$ cat config.mk
export PLATFORM = sky130hd
export DESIGN_NAME = dm_arbiter
export DESIGN_NICKNAME = d
export VERILOG_FILES = /design/src/rtl/dm_arbiter.sv
export SDC_FILE = /design/constraint.sdc
export NUM_CORES = 1
export LEC_CHECK = 0
export CORE_UTILIZATION = 45
export CTS_BUF_LIST = sky130_fd_sc_hd__clkbuf_8 sky130_fd_sc_hd__clkbuf_16
export CTS_CLUSTER_DIAMETER = 80
export DETAILED_ROUTE_END_ITERATION = 6
export GPL_TIMING_DRIVEN = 1
export HOLD_SLACK_MARGIN = 0.08
export PLACE_DENSITY = 0.95
export RECOVER_POWER = 25
export SLEW_MARGIN = 5
export SYNTH_ARGS = -nofsm -noshare
export SYNTH_HDL_FRONTEND = slang
export SYNTH_SLANG_ARGS = --single-unit
$ cat constraint.sdc
create_clock -name clk -period 8.75 [get_ports clk]
set_clock_uncertainty 0.15 [all_clocks]
set_input_delay 2.625 -clock clk [delete_from_list [all_inputs] [get_ports clk]]
set_output_delay 2.625 -clock clk [all_outputs]
set_load 0.02 [all_outputs]
$ cat src/rtl/dm_arbiter.sv
// Two-port arbiter/sequencer for the single-ported data memory dm.
// One granted access per IDLE -> ACCESS -> RESP round; illegal commands never strobe dm.
module dm_arbiter #(
    parameter int unsigned DEPTH      = 32768,
    parameter bit          FIXED_PRIO = 1'b0
) (
    input  logic        clk,
    input  logic        rstn,
    input  logic        p0_req,
    input  logic        p0_we,
    input  logic [2:0]  p0_dmtype,
    input  logic [31:0] p0_addr,
    input  logic [31:0] p0_wdata,
    output logic        p0_ack,
    output logic        p0_err,
    output logic [31:0] p0_rdata,
    input  logic        p1_req,
    input  logic        p1_we,
    input  logic [2:0]  p1_dmtype,
    input  logic [31:0] p1_addr,
    input  logic [31:0] p1_wdata,
    output logic        p1_ack,
    output logic        p1_err,
    output logic [31:0] p1_rdata,
    output logic        MemWrite,
    output logic        MemRead,
    output logic [2:0]  DMType,
    output logic [31:0] Address,
    output logic [31:0] Write_data,
    input  logic [31:0] Read_data
);

    typedef enum logic [1:0] {IDLE, ACCESS, RESP} state_t;

    state_t      r_state;
    logic        r_last;
    logic        r_port;
    logic        r_we;
    logic        r_err;

    logic        w_p1_wins;
    logic        w_we;
    logic [2:0]  w_type;
    logic [31:0] w_addr;
    logic [31:0] w_wdata;
    logic [32:0] w_size_m1;
    logic [32:0] w_last_byte;
    logic        w_misalign;
    logic        w_err;
    logic [31:0] w_capture;

    always_comb begin
        if (p0_req && p1_req) begin
            w_p1_wins = FIXED_PRIO ? 1'b0 : ~r_last;
        end else begin
            w_p1_wins = p1_req;
        end
        w_we    = w_p1_wins ? p1_we     : p0_we;
        w_type  = w_p1_wins ? p1_dmtype : p0_dmtype;
        w_addr  = w_p1_wins ? p1_addr   : p0_addr;
        w_wdata = w_p1_wins ? p1_wdata  : p0_wdata;

        case (w_type[1:0])
            2'b01:   w_size_m1 = 33'd1;
            2'b10:   w_size_m1 = 33'd3;
            default: w_size_m1 = 33'd0;
        endcase
        w_misalign = ((w_type[1:0] == 2'b01) && w_addr[0]) ||
                     ((w_type[1:0] == 2'b10) && (w_addr[1:0] != 2'b00));
        // 33-bit sum so an address near 2^32 cannot wrap back into range
        w_last_byte = {1'b0, w_addr} + w_size_m1;
        w_err = (w_type[1:0] == 2'b11) || (w_we && w_type[2]) || w_misalign ||
                (w_last_byte > (33'(DEPTH) - 33'd1));

        w_capture = (r_we || r_err) ? '0 : Read_data;
    end

    always_ff @(posedge clk) begin
        if (!rstn) begin
            r_state    <= IDLE;
            r_last     <= 1'b1;
            r_port     <= 1'b0;
            r_we       <= 1'b0;
            r_err      <= 1'b0;
            p0_ack     <= 1'b0;
            p1_ack     <= 1'b0;
            p0_err     <= 1'b0;
            p1_err     <= 1'b0;
            p0_rdata   <= '0;
            p1_rdata   <= '0;
            MemWrite   <= 1'b0;
            MemRead    <= 1'b0;
            DMType     <= '0;
            Address    <= '0;
            Write_data <= '0;
        end else begin
            case (r_state)
                IDLE: begin
                    if (p0_req || p1_req) begin
                        r_port     <= w_p1_wins;
                        r_last     <= w_p1_wins;
                        r_we       <= w_we;
                        r_err      <= w_err;
                        DMType     <= w_type;
                        Address    <= w_addr;
                        Write_data <= w_wdata;
                        MemWrite   <= w_we & ~w_err;
                        MemRead    <= ~w_we & ~w_err;
                        r_state    <= ACCESS;
                    end
                end
                ACCESS: begin
                    MemWrite <= 1'b0;
                    MemRead  <= 1'b0;
                    if (r_port) begin
                        p1_rdata <= w_capture;
                        p1_ack   <= 1'b1;
                        p1_err   <= r_err;
                    end else begin
                        p0_rdata <= w_capture;
                        p0_ack   <= 1'b1;
                        p0_err   <= r_err;
                    end
                    r_state <= RESP;
                end
                RESP: begin
                    p0_ack  <= 1'b0;
                    p1_ack  <= 1'b0;
                    p0_err  <= 1'b0;
                    p1_err  <= 1'b0;
                    r_state <= IDLE;
                end
                default: r_state <= IDLE;
            endcase
        end
    end

endmodule

# After elaboration in Yosys (flattened, before gate mapping)
# Cells that the tools add are included.
# totals
reg_bits	143
inputBits	172
output_inout_bits	137
wordCells	73
# op_classes
addsub	1
n_lt_le_gt_ge	1
n_eq_ne	8
muxes	21
bitwise	6
reduce_logical	20
# ops
cell	count
$mux 32	3
$add 32x33->33	1
$gt 33x15->1 const B	1
$pmux 1 s2	6
$reduce_and 2->1	6
$mux 1	8
$pmux 2 s2	2
$eq 2x2->1 const B	3
$logic_or 1x1->1	6
$ne 2x2->1 const B	3
$reduce_bool 2->1	3
$eq 2x1->1 const B	2
$logic_and 1x1->1	4
$not 1->1	4
$mux 3	1
$and 1x1->1	2
$logic_not 2->1	1
$mux 2	1

# Longest topological paths before layout
# depth
ltp_word	12
ltp_mapped	17
mapped_depth_nobuf	13

# Least setup slack after synthesis
# OpenSTA, ideal clock, no wires.
# synth_path
path_type	input port to flip-flop
start	in p1_req
end	reg r_err
setup_ps	119
arrival_time_ps	6592
required_ps	8481
setup_slack_ps	1890
stages	17
path_buffers	5
path_cell_list	a21bo_1 buf_6 buf_2 buf_1 buf_1 clkbuf_1 mux2i_1 ha_1 inv_1 ha_1 fa_1 and4_1 a2bb2o_1 mux2i_1 nand4b_1 or4_4 o221a_1
# synth_between
elab_chain_len	8
elab_cells_between_ends	21
cone_classes	add/sub (1); order compare (1); eq/ne (3); mux (5); reduce/logical (11)
# synth_rtl
element	line	source
start: declaration	17	input logic p1_req,
$logic_and 1x1->1	53	if (p0_req && p1_req) begin
$mux 1	53	
$mux 3 or $mux 32 (tied branches)	59, 60	
$eq 2x2->1, or another cell as far along	63, 69	
$pmux 2 s2, or another cell as far along	63	case (w_type[1:0])
$add 32x33->33 or $logic_or 1x1->1 (tied branches)	71, 68	
$gt 33x15->1 or $logic_or 1x1->1 (tied branches)	73, 72	
$logic_or 1x1->1	72	w_err = (w_type[1:0] == 2'b11) || (w_we && w_type[2]) || w_misalign ||
end signal: assignment	103	r_err <= w_err;
end: declaration	39	logic r_err;
# Several ways; a longest one is shown, not always the timed one.
# A chain may end at the register's enable or synchronous reset.

# Worst setup path in the final report
# layout_path
start	in p0_req
end	reg r_err
# layout_between
elab_chain_len	8
elab_cells_between_ends	21
cone_classes	add/sub (1); order compare (1); eq/ne (3); mux (5); reduce/logical (11)
# layout_rtl
element	line	source
start: declaration	9	input logic p0_req,
$logic_and 1x1->1 (*)	53	
$mux 1 (*)	53	
$mux 3 (*)	59	w_type = w_p1_wins ? p1_dmtype : p0_dmtype;
net w_type[1]	43	logic [2:0] w_type;
$eq 2x2->1 or $eq 2x1->1 (tied branches)	63, 69, 68	
$pmux 2 s2, or another cell as far along	63	
$add 32x33->33 or $logic_or 1x1->1 (tied branches)	71, 68	
$gt 33x15->1 or $logic_or 1x1->1 (tied branches)	73, 72	
$logic_or 1x1->1 (*)	72	
# The timed path passes the listed nets; every way through them passes the cells marked *.

==> impl_metrics.py <==
metrics = {
    "run_status": {
        "status": "complete, but fails checks",
        "violations": "max-capacitance violations, max-slew violations",
    },
    "routing": {
        "drtIter0Drc": 461,
        "route.detailed.drc": 0,
        "via_per_inst": 5.728,
        "dr.pass1.iters": 5,
        "routed_wl_um": 23690,
        "wl_per_cell_um": 18.07,
        "vias": 7509,
        "ant_nets": 0,
    },
    "placed_design": {
        "dp_slack_ns": 1.891,
        "postPlaceCellArea_um2": 9771,
        "dp_cells": 1279,
        "io_buffer_count": 308,
        "gp_congestion": 0.9127,
        "dp_hpwl_um": 17150,
    },
    "die": {
        "initial_core_util_pct": 45.97,
        "die_y_um": 123.6,
        "pin_count": 309,
        "core_um2": 14480,
        "die_width_um": 123.6,
        "rows": 44,
        "dieArea_um2": 15280,
    },
    "clocking": {
        "clkTransAtPathRegs_ns": 0.06,
        "clockBufferDepth": 2,
        "numCtsBuffers": 17,
        "cts_tree": "built",
        "post_cts_buffers": 0,
        "cts_hold_buf": 0,
        "cts_resized": 0,
        "cts_sinks": 143,
        "cts.htree.levels": 4,
        "cts_root_buf": "clkbuf_16",
        "clk_latency_ns": 0.41,
    },
    "worst_setup_path": {
        "critPathKind": "in2reg",
        "cp-end-kind": "flop",
        "r2r-start": "r_last",
        "critPathSlowestCell": "clkdlybuf4s50_1",
        "arrival_ns": 6.59,
        "start_kind": "primary input",
        "critPathMaxStageDelay_ns": 0.57,
        "cp_cell_sequence": "clkdlybuf4s50_1 > a21bo_2 > mux2i_1 > inv_1 > ha_1 > inv_1 > ha_1 > fa_1 > and4_1 > a2bb2o_1 > mux2i_1 > nand4b_1 > or4_4 > o221a_1",
        "cp_max_fo": 13,
        "worstPathRequired_ns": 8.90,
        "worstSetupStartpoint": "p0_req",
    },
    "logic_synthesis": {
        "synth_top_cells_by_area": "dfxtp_1, nand2_1, a311oi_1",
        "synth_ff_type": "dfxtp_1",
        "synthCells": 850,
        "netlist_area_um2": 6656,
        "synth_nets": 1028,
        "ys_types": 55,
        "syn_area_per_cell_um2": 7.831,
        "ys_async_sr_fraction_pct": 0,
        "yosys.area.top_type_share_pct": 43.01,
        "synth_edf_count": 0,
        "synth-seq-cells": 143,
        "synth_top_area_cell": "dfxtp_1",
        "seq_area_frac_synth_pct": 43.01,
        "ys_warn_count": 0,
    },
    "sta": {
        "setup_violations": 0,
        "finalHoldViolations": 0,
        "slew_headroom_pct": -14.18,
        "worstMarginPinSlew_ns": 1.703,
        "timing.fmax_mhz": 155.3,
        "rsz0062_at_grt": "no",
        "tns_ns": 0,
        "fin_crit_sh_pct": 73.58,
        "drv_slew": 53,
        "min_period_ns": 6.438,
        "setup_slack_ns": 2.312,
    },
    "power": {
        "irDropWorstVdd_v": 0.0001403,
        "power.density_nw_per_um2": 183.4,
        "internal_power_w": 0.001315,
        "p_switching_w": 0.0005845,
        "comb_power_share_pct": 23.7,
        "p_seq_share_pct": 38.4,
        "power.share.switching_pct": 30.78,
        "finalPower_w": 0.001899,
        "p_leak_nw": 3.903,
        "clockPowerShare_pct": 37.9,
    },
    "layout": {
        "stdcell_count": 1311,
        "nets": 1292,
        "final_cell_mix": "clkdlybuf4s50_1, nand2_1, dfxtp_1, nand3_1, nor2_1",
        "layout_commonest_cell": "clkdlybuf4s50_1",
        "antennaDiodeCount": 0,
        "drive_above_1_share_pct": 4.880,
        "fin_area_um2": 10350,
        "fillers": 1133,
        "area_growth_pct": 55.56,
    },
    "grt": {
        "grt_pass1_vias": 7026,
        "gr-total-overflow": 0,
        "use_met3_pct": 10.30,
        "grt_use_met2_pct": 51.60,
        "grt_use_met1_pct": 32.65,
        "busiest_layer": "met2",
        "track_usage_pct": 29.90,
        "antenna_found_initial": 0,
        "grt_max_degree": 103,
        "grt_pass1_wl_um": 35160,
    },
    "job": {
        "cap_violations": 1,
    },
    "hold_path": {
        "hold_path.startpoint": "p1_rdata[31]",
        "holdCritPathClass": "reg2reg",
    },
}
## cell type report
cell class	instances	area (um^2)	share of cell area [%]
multi-input combinational	628	3506	33.86
clock inverter	14	146.4	1.414
tap	184	230.2	2.223
sequential	143	2863	27.65
timing repair buffer	315	3136	30.28
clock buffer	18	439.2	4.241
inverter	9	35.03	0.3383
## cells by family (layout without fill, tap and decap cells)
| group | after synthesis | after routing | share of synthesized area, % |
|---|---|---|---|
| fa+ha+maj | 6 | 6 | 1.241 |
| buf+inv | 79 | 356 | 4.624 |
| mux | 28 | 28 | 4.286 |
| simple gates | 406 | 406 | 27.11 |
| xor+xnor | 6 | 6 | 0.7895 |
| flops | 143 | 143 | 43.01 |
| compound gates | 182 | 182 | 18.95 |
## sequential cells by signal (all words and copies together) (netlist names), 2 cells and up
signal,cells
Write_data,32
Address,32
p1_rdata,32
p0_rdata,32
r_state,2
DMType,3
## worst max-delay path: cells and delay by family
kind | cells | cell delay, ns
AND/OR/NAND/NOR | 3 | 0.84
multiplexers | 2 | 0.58
buffers and inverters | 3 | 0.72
adder cells (fa/ha/maj) | 3 | 0.88
AO/OA/AOI/OAI | 3 | 0.94
## Yosys cell counts (all sizes together), types with 4 or more instances
master and number:
clkbuf 62, a211oi 22, nor4 4, xnor2 5, and2 4, dfxtp 143
mux2 4, nor3 6, nand2 190, o21ai 12, nor2 78, or3 5
and3 6, a21oi 73, nand3 83, mux2i 24, buf 8, inv 9
nand4 11, ha 5, and4 8, a311oi 49
## power groups by stage
stage / Combinational (W) / Sequential, W / Clock, W
final: 0.000449 / 0.000730 / 0.000720
after floorplan: 0.000172 / 0.000794 / 0
after global routing: 0.000482 / 0.000735 / 0.000763
after global placement: 0.000444 / 0.000742 / 0
after CTS: 0.000452 / 0.000730 / 0.000729
after detailed placement: 0.000449 / 0.000744 / 0
## per-stage QoR
step                util, %  hold slack, ns
finish                71.52          0.3009
global route          71.52          0.3148
CTS                   71.53          0.3043
detailed placement    67.48          0.2955
global placement      67.48          0.2908
floorplan                 -          0.3233
## per-layer routing
| layer | wire length (um) | part of all wire (%) |
|---|---|---|
| met1 | 8848 | 37 |
| met2 | 11560 | 49 |
| met3 | 2476 | 10 |
| met4 | 801 | 3.4 |
| met5 | 0 | 0 |
## worst paths after layout
kind                                     end  slack [ns]  cells after the start
worst max-delay path                   r_err        2.31                     14
worst min register to register  p1_rdata[31]        0.30                      2
worst max register to register         r_err        4.72                     13
worst min-delay path            p1_rdata[31]        0.30                      2
Power figures use the tool's default switching activity.
==> RTL change, RTL diff (config.mk and constraints unchanged) <==
Change the parameter `DEPTH` from 32768 to 16384.
--- a/src/rtl/dm_arbiter.sv
+++ b/src/rtl/dm_arbiter.sv
@@ -1,7 +1,7 @@
 // Two-port arbiter/sequencer for the single-ported data memory dm.
 // One granted access per IDLE -> ACCESS -> RESP round; illegal commands never strobe dm.
 module dm_arbiter #(
-    parameter int unsigned DEPTH      = 32768,
+    parameter int unsigned DEPTH      = 16384,
     parameter bit          FIXED_PRIO = 1'b0
 ) (
     input  logic        clk,
Function: changed (Yosys sat finds a counterexample within 4 cycles, from zero or initial values and one cycle with rstn low).
==> RTL change against the unedited design <==
The run still ends with capacitance limit, slew limit left; sequential cell count unchanged; setup slack worse by 0.51 ns; critical path depth down 10; routed wire length down 0.46%; area after synthesis up 5.8%; first-iteration DRC count up 13%; power up 1.9%; final area up 4.2%; synthesized cell count up 1.5%; sequential power about the same; critical path type unchanged; largest cell class unchanged; largest power group is now the clock network; highest routed layer unchanged.
==> RTL change: results (changes against the unedited design) <==
<table>
<tr><th>Metric</th><th>Value</th></tr>
<tr><th colspan="2">Finish</th></tr>
<tr><td>Share of final-layout standard cells stronger than drive strength 1</td><td>4.56% (-0.32 points)</td></tr>
<tr><td>Layout fillers</td><td>1119 (-1.2%)</td></tr>
<tr><th colspan="2">Flow run</th></tr>
<tr><td>Count of maximum capacitance violations</td><td>2 (+1)</td></tr>
<tr><th colspan="2">Synthesis</th></tr>
<tr><td>Synthesized netlist net count</td><td>1041 (+1.3%)</td></tr>
<tr><td>Cell types occupying the most area after synthesis</td><td>sky130_fd_sc_hd__dfxtp_1, sky130_fd_sc_hd__nand2_1, sky130_fd_sc_hd__o211a_1, sky130_fd_sc_hd__nand3_1, sky130_fd_sc_hd__a21boi_0</td></tr>
<tr><td>Distinct cells, synth</td><td>54 (-1.8%)</td></tr>
<tr><td>Most numerous cell types in the synthesized netlist</td><td>sky130_fd_sc_hd__nand2_1, sky130_fd_sc_hd__dfxtp_1, sky130_fd_sc_hd__nand3_1</td></tr>
<tr><td>Part of the Yosys area used for sequential elements</td><td>40.6% (-2.4 points)</td></tr>
<tr><th colspan="2">Route</th></tr>
<tr><td>Via Count</td><td>7703 (+2.6%)</td></tr>
<tr><td>Wire length after detailed routing</td><td>23600 um (-0.46%)</td></tr>
<tr><td>Routed len/inst</td><td>17.5 um (-3.4%)</td></tr>
<tr><td>Drt initial violations</td><td>522 (+13%)</td></tr>
<tr><th colspan="2">Setup path</th></tr>
<tr><td>Crit-path slowest cell</td><td>sky130_fd_sc_hd__clkbuf_1</td></tr>
<tr><td>Longest individual stage delay on the worst path</td><td>2.24 ns (+1.67 ns)</td></tr>
<tr><td>Largest driver fanout on the critical path</td><td>74 (+61)</td></tr>
<tr><th colspan="2">STA</th></tr>
<tr><td>Number of max-slew violations in the final report</td><td>148 (+180%)</td></tr>
<tr><th colspan="2">Placed design</th></tr>
<tr><td>Gpl congestion</td><td>0.920 (+0.80%)</td></tr>
<tr><td>Worst setup slack before clock tree synthesis</td><td>1.48 ns (-0.408 ns)</td></tr>
<tr><th colspan="2">Status</th></tr>
<tr><td>Violated checks</td><td>capacitance limit, slew limit</td></tr>
<tr><td>Outcome</td><td>finished with violations</td></tr>
<tr><th colspan="2">Global route</th></tr>
<tr><td>Pin count of the biggest net entering global routing</td><td>102 (-0.97%)</td></tr>
<tr><td>Global-route wire length before repair</td><td>36800 um (+4.6%)</td></tr>
<tr><td>Combined global-route utilization of all metal layers</td><td>28.7% (-1.2 points)</td></tr>
<tr><td>Vias in the first global route</td><td>7245 (+3.1%)</td></tr>
<tr><th colspan="2">Pwr</th></tr>
<tr><td>Maximum vdd ir drop</td><td>0.132 mV (-6.1%)</td></tr>
<tr><td>Leakage power</td><td>4.50 nW (+15%)</td></tr>
</table>
## RTL change: cell count changes in the layout (fill, tap and decap cells not counted), moves of 5 or more
cell / unedited run / this run
sky130_fd_sc_hd__nand3_1: 83 / 131
sky130_fd_sc_hd__a211oi_1: 22 / 2
sky130_fd_sc_hd__a21boi_0: 0 / 66
sky130_fd_sc_hd__and4_1: 8 / 0
sky130_fd_sc_hd__a21oi_1: 73 / 7
sky130_fd_sc_hd__nand2_1: 190 / 204
sky130_fd_sc_hd__nor3_1: 5 / 18
sky130_fd_sc_hd__clkdlybuf4s50_1: 273 / 307
sky130_fd_sc_hd__a311oi_1: 49 / 0
sky130_fd_sc_hd__o211a_1: 0 / 69
sky130_fd_sc_hd__nor2_1: 77 / 13
sky130_fd_sc_hd__nor3b_1: 1 / 6
sky130_fd_sc_hd__dlygate4sd3_1: 35 / 0
## RTL change: power by group
group          switching [mW]  internal (mW)  total, mW
Clock                   0.313          0.431      0.744
Sequential             0.0291          0.700      0.729
Combinational           0.242          0.221      0.463
## RTL change: final cells by class
class / instances / area (um2) / share of cell area [%]
clock buffers: 17 / 425 / 3.94
inverters: 11 / 41.3 / 0.383
multi-input cells: 638 / 3880 / 36.0
repair buffers: 316 / 3130 / 29.0
well taps: 211 / 264 / 2.45
clock inverters: 15 / 176 / 1.64
flip-flops and latches: 143 / 2860 / 26.5
## RTL change: logic make-up after synthesis
logic type	share of synthesized area [%]
compound gates	21.4
xor+xnor	1.12
fa+ha+maj	1.17
buf+inv	4.60
flops	40.6
mux	3.46
simple gates	27.6
## RTL change: final timing paths
path / slack (ns) / from / to / cells past startpoint
hold reg to reg: 0.32 / p1_rdata[11] / p1_rdata[11] / 2
setup reg to reg: 4.27 / r_last / r_err / 15
setup / recovery: 1.80 / rstn / MemRead / 4
hold / removal: 0.32 / p1_rdata[11] / p1_rdata[11] / 2
## RTL change: worst max-delay path, delay by kind of cell
family | cells | cell delay, ns
AO/OA/AOI/OAI | 2 | 0.43
buffers and inverters | 2 | 4.05
## RTL change: routing by layer
layer  GRT usage (%)  part of all wire, %  vias up
met2            49.3                   48      426
met4            12.7                  3.0        0
met3            9.30                   10       65
met1            32.6                   38     3617
met5               0                    0        -
li1                -                    -     3595
## RTL change: per-stage QoR
stage / area (um2) / power (mW)
5_1_grt: 10800 / 2.01
3_3_place_gp: 10200 / 1.19
6_report: 10800 / 1.94
2_1_floorplan: 7040 / 0.971
3_5_place_dp: 10200 / 1.20
4_1_cts: 10800 / 1.94
